`src/rtl/fir_pkg.sv`:
```
// Shared sizing and access-decode definitions for the FIR coefficient store.
package fir_pkg;

    localparam int DATA_W   = 16;
    localparam int DEPTH    = 10;
    localparam int NUM_BANK = 4;
    localparam int ADDR_W   = 4;

    localparam logic [DEPTH-1:0] FULL_MASK = '1;

    typedef enum logic [1:0] {
        IDLE  = 2'd0,
        WRITE = 2'd1,
        READ  = 2'd2,
        BAD   = 2'd3
    } acc_e;

endpackage

```
`src/rtl/coeff_ram_sp.sv`:
```
// One single-port coefficient bank: access decode, word array, load bitmap,
// bank-full and sticky address-error status.
module coeff_ram_sp
    import fir_pkg::*;
(
    input  logic                     clk_i,
    input  logic                     rst_n_i,
    input  logic                     csn_i,
    input  logic                     wrn_i,
    input  logic [ADDR_W-1:0]        addr_i,
    input  logic signed [DATA_W-1:0] wr_dt_i,
    input  logic                     clr_stat_i,
    output logic signed [DATA_W-1:0] rd_dt_o,
    output logic                     rd_vld_o,
    output logic                     full_o,
    output logic                     addr_err_o
);

    logic signed [DATA_W-1:0] mem_q [DEPTH];
    logic signed [DATA_W-1:0] rd_dt_q, rd_dt_d;
    logic                     rd_vld_q, rd_vld_d;
    logic [DEPTH-1:0]         load_q, load_d;
    logic                     full_q, full_d;
    logic                     err_q, err_d;
    acc_e                     acc;

    always_comb begin
        acc = IDLE;
        if (!csn_i) begin
            if (addr_i >= ADDR_W'(DEPTH)) acc = BAD;
            else if (!wrn_i)              acc = WRITE;
            else                          acc = READ;
        end
    end

    always_comb begin
        rd_dt_d  = rd_dt_q;
        rd_vld_d = 1'b0;
        load_d   = load_q;
        if (acc == READ) begin
            rd_dt_d  = mem_q[addr_i];
            rd_vld_d = 1'b1;
        end
        // An out-of-range read still completes, returning zero.
        if (acc == BAD && wrn_i) begin
            rd_dt_d  = '0;
            rd_vld_d = 1'b1;
        end
        if (acc == WRITE) load_d[addr_i] = 1'b1;
        if (clr_stat_i)   load_d = '0;
        full_d = !clr_stat_i && (load_q == FULL_MASK);
        err_d  = !clr_stat_i && (err_q || acc == BAD);
    end

    always_ff @(posedge clk_i or negedge rst_n_i) begin
        if (!rst_n_i) begin
            for (int i = 0; i < DEPTH; i++) mem_q[i] <= '0;
            rd_dt_q  <= '0;
            rd_vld_q <= 1'b0;
            load_q   <= '0;
            full_q   <= 1'b0;
            err_q    <= 1'b0;
        end else begin
            if (acc == WRITE) mem_q[addr_i] <= wr_dt_i;
            rd_dt_q  <= rd_dt_d;
            rd_vld_q <= rd_vld_d;
            load_q   <= load_d;
            full_q   <= full_d;
            err_q    <= err_d;
        end
    end

    assign rd_dt_o    = rd_dt_q;
    assign rd_vld_o   = rd_vld_q;
    assign full_o     = full_q;
    assign addr_err_o = err_q;

endmodule

```
`src/rtl/coeff_ram_bank.sv`:
```
// Four independent coefficient banks on the FIR controller's RAM bus; this
// level only slices the packed control bus and packs the per-bank results.
module coeff_ram_bank
    import fir_pkg::*;
(
    input  logic                         iClk12M,
    input  logic                         iRsn,
    input  logic [NUM_BANK-1:0]          iCsnRam,
    input  logic [NUM_BANK-1:0]          iWrnRam,
    input  logic [NUM_BANK*ADDR_W-1:0]   iAddrRam,
    input  logic [DATA_W-1:0]            iWrDt,
    input  logic                         iClrStat,
    output logic [NUM_BANK*DATA_W-1:0]   oRdDt,
    output logic [NUM_BANK-1:0]          oRdValid,
    output logic [NUM_BANK-1:0]          oBankFull,
    output logic [NUM_BANK-1:0]          oAddrErr
);

    for (genvar gi = 0; gi < NUM_BANK; gi++) begin : g_bank
        coeff_ram_sp u_bank (
            .clk_i      (iClk12M),
            .rst_n_i    (iRsn),
            .csn_i      (iCsnRam[gi]),
            .wrn_i      (iWrnRam[gi]),
            .addr_i     (iAddrRam[ADDR_W*gi +: ADDR_W]),
            .wr_dt_i    (iWrDt),
            .clr_stat_i (iClrStat),
            .rd_dt_o    (oRdDt[DATA_W*gi +: DATA_W]),
            .rd_vld_o   (oRdValid[gi]),
            .full_o     (oBankFull[gi]),
            .addr_err_o (oAddrErr[gi])
        );
    end

endmodule

```
`config.mk`:
```
export PLATFORM = sky130hd
export DESIGN_NAME = coeff_ram_bank
export DESIGN_NICKNAME = d
export VERILOG_FILES = /design/src/rtl/fir_pkg.sv /design/src/rtl/coeff_ram_sp.sv /design/src/rtl/coeff_ram_bank.sv
export SDC_FILE = /design/constraint.sdc
export NUM_CORES = 1
export LEC_CHECK = 0
export ABC_AREA = 0
export BUFFER_PORTS_ARGS = -buffer_cell sky130_fd_sc_hd__buf_2
export CAP_MARGIN = 15
export CORE_MARGIN = 3
export CORE_UTILIZATION = 30
export DETAILED_ROUTE_END_ITERATION = 10
export GPL_TIMING_DRIVEN = 0
export SLEW_MARGIN = 20
export SYNTH_ARGS = -nofsm -noshare
export SYNTH_HDL_FRONTEND = slang
export SYNTH_HIERARCHICAL = 1
export SYNTH_SLANG_ARGS = --single-unit
```
`constraint.sdc`:
```
create_clock -name iClk12M -period 3.9 [get_ports iClk12M]
set_clock_uncertainty 0.05 [all_clocks]
set_input_delay 0.195 -clock iClk12M [delete_from_list [all_inputs] [get_ports iClk12M]]
set_output_delay 0.195 -clock iClk12M [all_outputs]
set_load 0.01 [all_outputs]
```
* After elaboration in Yosys (flattened, before gate mapping)
Index checks and enable logic that the tools add are counted.
** Word-level totals
- Logic and storage cells :: 205
- Output and inout bits :: 76
- Register bits after elaboration :: 756
- Input bits :: 43
** Cells by class
- Mux-type cells :: 68
- Magnitude comparators :: 20
- Bitwise operators :: 8
- Equality and inequality tests :: 16
- Reduce and logical (&&, ||, !) cells :: 33
** Operators with widths (count)
- $bwmux W160 :: 4
- $mux W16 :: 20
- $bmux W16 S4 :: 4
- $demux W16 S4 :: 4
- $mux W10 :: 8
- $eq A10 B10 Y1 const B :: 4
- $or A10 B10 Y10 :: 4
- $mux W2 :: 12
- $ge A5 B5 Y1 const B :: 4
- $logic_and A1 B1 Y1 :: 20
- $lt A4 B5 Y1 const B :: 4
- $lt A5 B1 Y1 const B :: 4
- $not A4 Y5 :: 4
- $demux W1 S4 :: 4
- $eq A2 B2 Y1 const B :: 8
- $ge A4 B1 Y1 const B :: 4
- $ge A4 B4 Y1 const B :: 4
- $reduce_bool A2 Y1 :: 8
- $mux W1 :: 12
- $eq A2 B1 Y1 const B :: 4
- $logic_or A1 B1 Y1 :: 4
- $logic_not A1 Y1 :: 1

* Depth between registers and ports, before layout
- Depth after elaboration :: 7
- Gate-level depth with buffers :: 8
- Depth with buffers taken out :: 5

* By module
Netlist, hierarchy kept.
** Modules (own cells, without submodules)
- coeff_ram_sp :: times used 4, sequential area each 4729.5 sq um, cells an instance 600, area an instance 8501.9 sq um

* Worst setup path after synthesis
OpenSTA, ideal clock, no wires.
- Path type :: in2reg
- Start :: input iAddrRam[2]
- End :: register g_bank[0].u_bank/mem_q[101] in the netlist's numbering
- Stages on the path :: 6
- Data arrival time :: 1.551 ns
- Setup time :: 0.125 ns
- Setup slack :: 2.174 ns
- Cell sequence :: buf_6 nor4_4 and3_1 buf_4 buf_8 mux2_2
** Between the ends
- Cells in the longest elaborated chain, start to end :: 6
** Ends and longest elaborated chain
- from (decl) :: line coeff_ram_bank.sv:10 : input logic [NUM_BANK*ADDR_W-1:0] iAddrRam,
- $not A4 Y5 (implied by the code) :: line coeff_ram_sp.sv:64 : if (acc == WRITE) mem_q[addr_i] <= wr_dt_i;
- $ge A5 B5 Y1 (implied by the code) / $lt A5 B1 Y1 (equally long branches) :: line coeff_ram_sp.sv:64
- $logic_and A1 B1 Y1 (implied by the code) :: line coeff_ram_sp.sv:64
- $mux W16 (implied by the code) :: line coeff_ram_sp.sv:64
- $demux W16 S4 :: line coeff_ram_sp.sv:64
- $bwmux W160 :: line coeff_ram_sp.sv:64
- to (signal, indexed assignment) :: line coeff_ram_sp.sv:64
- to (decl) :: line coeff_ram_sp.sv:19 : logic signed [DATA_W-1:0] mem_q [DEPTH];
Several ways; a longest one is shown, not always the timed one.
A chain may end at the register's enable or synchronous reset.

* Final worst setup path
- Start :: input iAddrRam[2]
- End :: register g_bank[0].u_bank.rd_dt_q[6]
** Between the ends
- Cells in the longest elaborated chain, start to end :: 6
** Ends and longest elaborated chain
- $ge A4 B4 Y1 / $not A4 Y5 (equally long branches) :: line coeff_ram_sp.sv:30, coeff_ram_sp.sv:41
- $mux W2 / $bmux W16 S4 (equally long branches) :: line coeff_ram_sp.sv:30, coeff_ram_sp.sv:41
- $mux W2 / $mux W16 (equally long branches) :: line coeff_ram_sp.sv:29, coeff_ram_sp.sv:41
- $eq A2 B2 Y1 / $mux W16 (equally long branches) :: line coeff_ram_sp.sv:45, coeff_ram_sp.sv:41
- $logic_and A1 B1 Y1 / $mux W16 (equally long branches) :: line coeff_ram_sp.sv:45, coeff_ram_sp.sv:40
- $mux W16 / $reduce_bool A2 Y1 (equally long branches)
- to (signal assigned) :: line coeff_ram_sp.sv:65 : rd_dt_q <= rd_dt_d;
- to (decl) :: line coeff_ram_sp.sv:20 : logic signed [DATA_W-1:0] rd_dt_q, rd_dt_d;
Several ways; a longest one is shown, not always the timed one. The select of a mux whose other input is x is not followed.

==> results by group <==
Floorplanning
  • Die Width: 343 um
  • Core area: 0.112 sq mm
  • Die ar.: 0.117 sq mm
  • Number of core rows: between 100 and 150
  • Die height: 343 um
  • I/O pins: around 120
  • Initial Util: 30.5%

Min path
  • Hold Path Class: in -> async

Global route
  • Initial antenna violation count: 3
  • Vias in the first global route: 21648
  • GRT Residual Overflow: 0
  • Largest net degree at the start of global routing: 96
  • Tot GR Track Use: 15.4%
  • First-pass GRT wire length: around 140000 um

Run status
  • Run status: complete, no violations

Synthesis
  • Share of flip-flops with an asynchronous set or reset: 100%
  • Netlist Area Pre-Place: 0.0340 sq mm
  • Syn_nets: 2443
  • Post-Syn Instances: 2400
  • Avg Synthesized Cell Area: 14.2 sq um
  • Top cell type's share of synthesized area: 55.6%
  • Synth Flop Type: dfrtp_1
  • #FFs+latches synth: 756
  • Share of the yosys chip area belonging to registers: between 50% and 60%
  • Leading area contributor after synthesis: dfrtp_1
  • Post-synthesis cell type count: 40
  • Number of synthesized flops with an enable pin: 0
  • Synth area leaders: dfrtp_1 (56%), mux2_2 (21%), mux2i_1 (4.5%), mux4_2 (3.7%), buf_6 (1.2%)
  • Syn. warnings: 6

Worst setup path
  • Crit-path max FO: 10
  • Critical path data arrival time: 2610 ps
  • CP startpoint kind: input port
  • Worst setup path endpoint: g_bank[0].u_bank/rd_dt_o[6]$_DFFE_PN0P_
  • CP Launch Point: iAddrRam[2]
  • Reg-to-reg critical path endpoint: g_bank[3].u_bank/rd_dt_o[6]$_DFFE_PN0P_
  • Worst reg2reg setup slack: approximately 2300 ps
  • Reg2Reg Depth: 3
  • Crit. End Element: flip-flop
  • R2R Path Start: g_bank[3].u_bank/mem_q[134]$_DFFE_PN0P_
  • Critical Path RT: 4370 ps
  • Crit path kind: in -> reg

Drt
  • Vias: 20571
  • Drt wl/cell: 21.8 um
  • First drt pass iteration count: 5
  • WL final: between 90000 and 100000 um
  • Avg Vias per Cell: 4.95
  • Routed Antenna Nets: 0
  • 1st-iter DRT viols: roughly 1400
  • DRC: 0

STA
  • Final Cycle Share: 54.9%
  • Final Hold Viols: 0
  • Hold Slack: 30.3 ps
  • Slew Viols, Final: 0
  • Final setup viols: 0
  • Fin crit period: 2140 ps
  • Slew @ Worst Pin: 1060 ps
  • Max_slew headroom: around 29%
  • Max Freq: 0.467 GHz
  • RSZ-0062 raised after global routing: false
  • Setup TNS: 0 ps

Layout
  • Final Util: 35.3%
  • Final-layout fill cell count: ~11000
  • Post-Layout Inst Area: 0.0394 sq mm
  • Share of cells above drive strength 1: between 30% and 40%
  • Final net count: about 2600
  • Area growth, synth to finish: 15.9%

Pwr
  • Peak VDD IR: 0.301 mV
  • Tot Pwr: 0.0205 W
  • Pleak: between 15 and 20 nW
  • Pwr Density: 520 mW/mm^2

Placed design
  • Cell Area, Placed: between 0.03 and 0.04 sq mm
  • Port bufs: 90
  • GP Congestion: 0.767
  • HPWL after detailed placement: 60400 um

Clock network
  • Clk_lat worst skew: ~640 ps
  • TritonCTS clock tree: done
  • Max H-tree Level: 3
  • CTS Root Cell: clkbuf_16
  • Clk slew on worst S/H paths: ~60 ps
  • CTS buffer count: around 80
  • Setup Buffers After CTS: 0
  • Clock sink count: 756
  • CTS max path bufs: 3

Run
  • Maxcap violations: 0
[synthesized netlist by cell type (16+ instances only)]
master	number
dfrtp_1	756
or3_1	36
nor2_1	84
nor3_1	28
mux2_2	628
buf_2	28
a21oi_1	36
o21ai_0	36
buf_4	24
buf_1	68
a32o_1	36
clkbuf_1	40
nor4_1	24
nand2_1	16
inv_1	20
mux2i_1	152
a22oi_1	40
a211oi_1	48
a211o_1	24
nor2b_1	60
nand2_2	24
mux4_2	56
buf_6	36
[final cells by class]
class	instances	area, sq um	share of cell area, %
Antenna cell	4	10.0	0.0254
Buffer	200	1190	3.02
Clock buffer	120	2390	6.05
Clock inverter	20	224	0.568
Inverter	20	75.1	0.191
Multi-Input combinational cell	1424	13800	35.1
Sequential cell	756	18900	48.0
Tap cell	1488	1860	4.72
Timing Repair Buffer	120	918	2.33
[where the power goes]
part	internal [W]	leakage, nW	switching, W
Sequential	0.00924	9.73	0.000685
Clock	0.00444	1.28	0.00318
Combinational	0.00167	6.94	0.00126
[critical path, cell delays in order]
cell and delay [ps]:
dlygate4sd3_1 600, buf_6 210, nand2b_1 170, nor2_1 810, a22oi_1 290, a32o_1 320
[per-stage QoR]
stage	setup WS [ps]	instances
floorplan	2170	2400
global placement	-14140	3978
detailed placement	1560	3987
CTS	1790	4148
global route	1550	4152
finish	1760	4152
[state kept, by name, indices dropped and copies added, names as in the netlist]
| signal | cells |
|---|---|
| g_bank.u_bank/addr_err_o | 4 |
| g_bank.u_bank/load_q | 40 |
| g_bank.u_bank/rd_dt_o | 64 |
| g_bank.u_bank/rd_vld_o | 4 |
| g_bank.u_bank/full_o | 4 |
| g_bank.u_bank/mem_q | 640 |
[how the worst min path moves through the flow]
stage                                             from                                       to  slack, ps  cells past startpoint
2_1_floorplan                                     iRsn    g_bank[0].u_bank/addr_err_o$_DFF_PN0_       -150                      0
3_3_place_gp   g_bank[3].u_bank/mem_q[100]$_DFFE_PN0P_  g_bank[3].u_bank/mem_q[100]$_DFFE_PN0P_        410                      1
3_5_place_dp                                      iRsn   g_bank[2].u_bank/mem_q[20]$_DFFE_PN0P_        110                      1
4_1_cts                                       iWrDt[7]   g_bank[0].u_bank/mem_q[71]$_DFFE_PN0P_          3                      2
5_1_grt                                      iWrDt[11]   g_bank[0].u_bank/mem_q[75]$_DFFE_PN0P_         40                      2
6_report                                          iRsn   g_bank[2].u_bank/mem_q[20]$_DFFE_PN0P_         30                      2
[cell families (layout without fill, tap and decap cells)]
family	count (synthesis)	count (layout)	synth area share [%]
other	0	4	0
AO/OA/AOI/OAI	224	224	4.78
buffers and inverters	220	480	3.72
multiplexers	852	852	29.7
flip-flops	756	756	55.6
AND/OR/NAND/NOR	348	348	6.18
[routing by layer]
layer	vias up	part of all wire (%)	GRT usage, %
met5	-	0	0
met4	0	2.5	5.03
met3	122	4.2	2.62
met2	364	48	25.1
met1	10880	45	20.8
li1	9205	-	-
[layout by cell type, fill, tap and decap left out, types with 9 or more instances in the layout]
cell type	Yosys	layout
dfrtp_1	756	756
mux2_2	628	628
mux2i_1	152	152
buf_2	28	117
nor2_1	84	84
clkbuf_16	0	83
buf_1	68	68
clkbuf_1	40	60
nor2b_1	60	60
mux4_2	56	56
a211oi_1	48	48
a22oi_1	40	40
buf_6	36	36
or3_1	36	36
o21ai_0	36	36
a32o_1	36	36
a21oi_1	36	36
nor3_1	28	28
buf_4	24	24
nand2_2	24	24
nor4_1	24	24
a211o_1	24	24
dlygate4sd3_1	0	21
inv_1	20	20
clkbuf_8	0	17
nand2_1	16	16
nand3_1	12	12
nand2b_1	12	12
mux2_1	12	12
clkinv_2	0	9
buf_16	0	9
[what timing repair did]
action | in CTS | in global routing
resized for setup | 0 | 0
hold buffers | 21 | 0
endpoints found under the setup margin | 0 | 0
hold endpoints to repair | 241 | 0
Power figures use the tool's default switching activity.
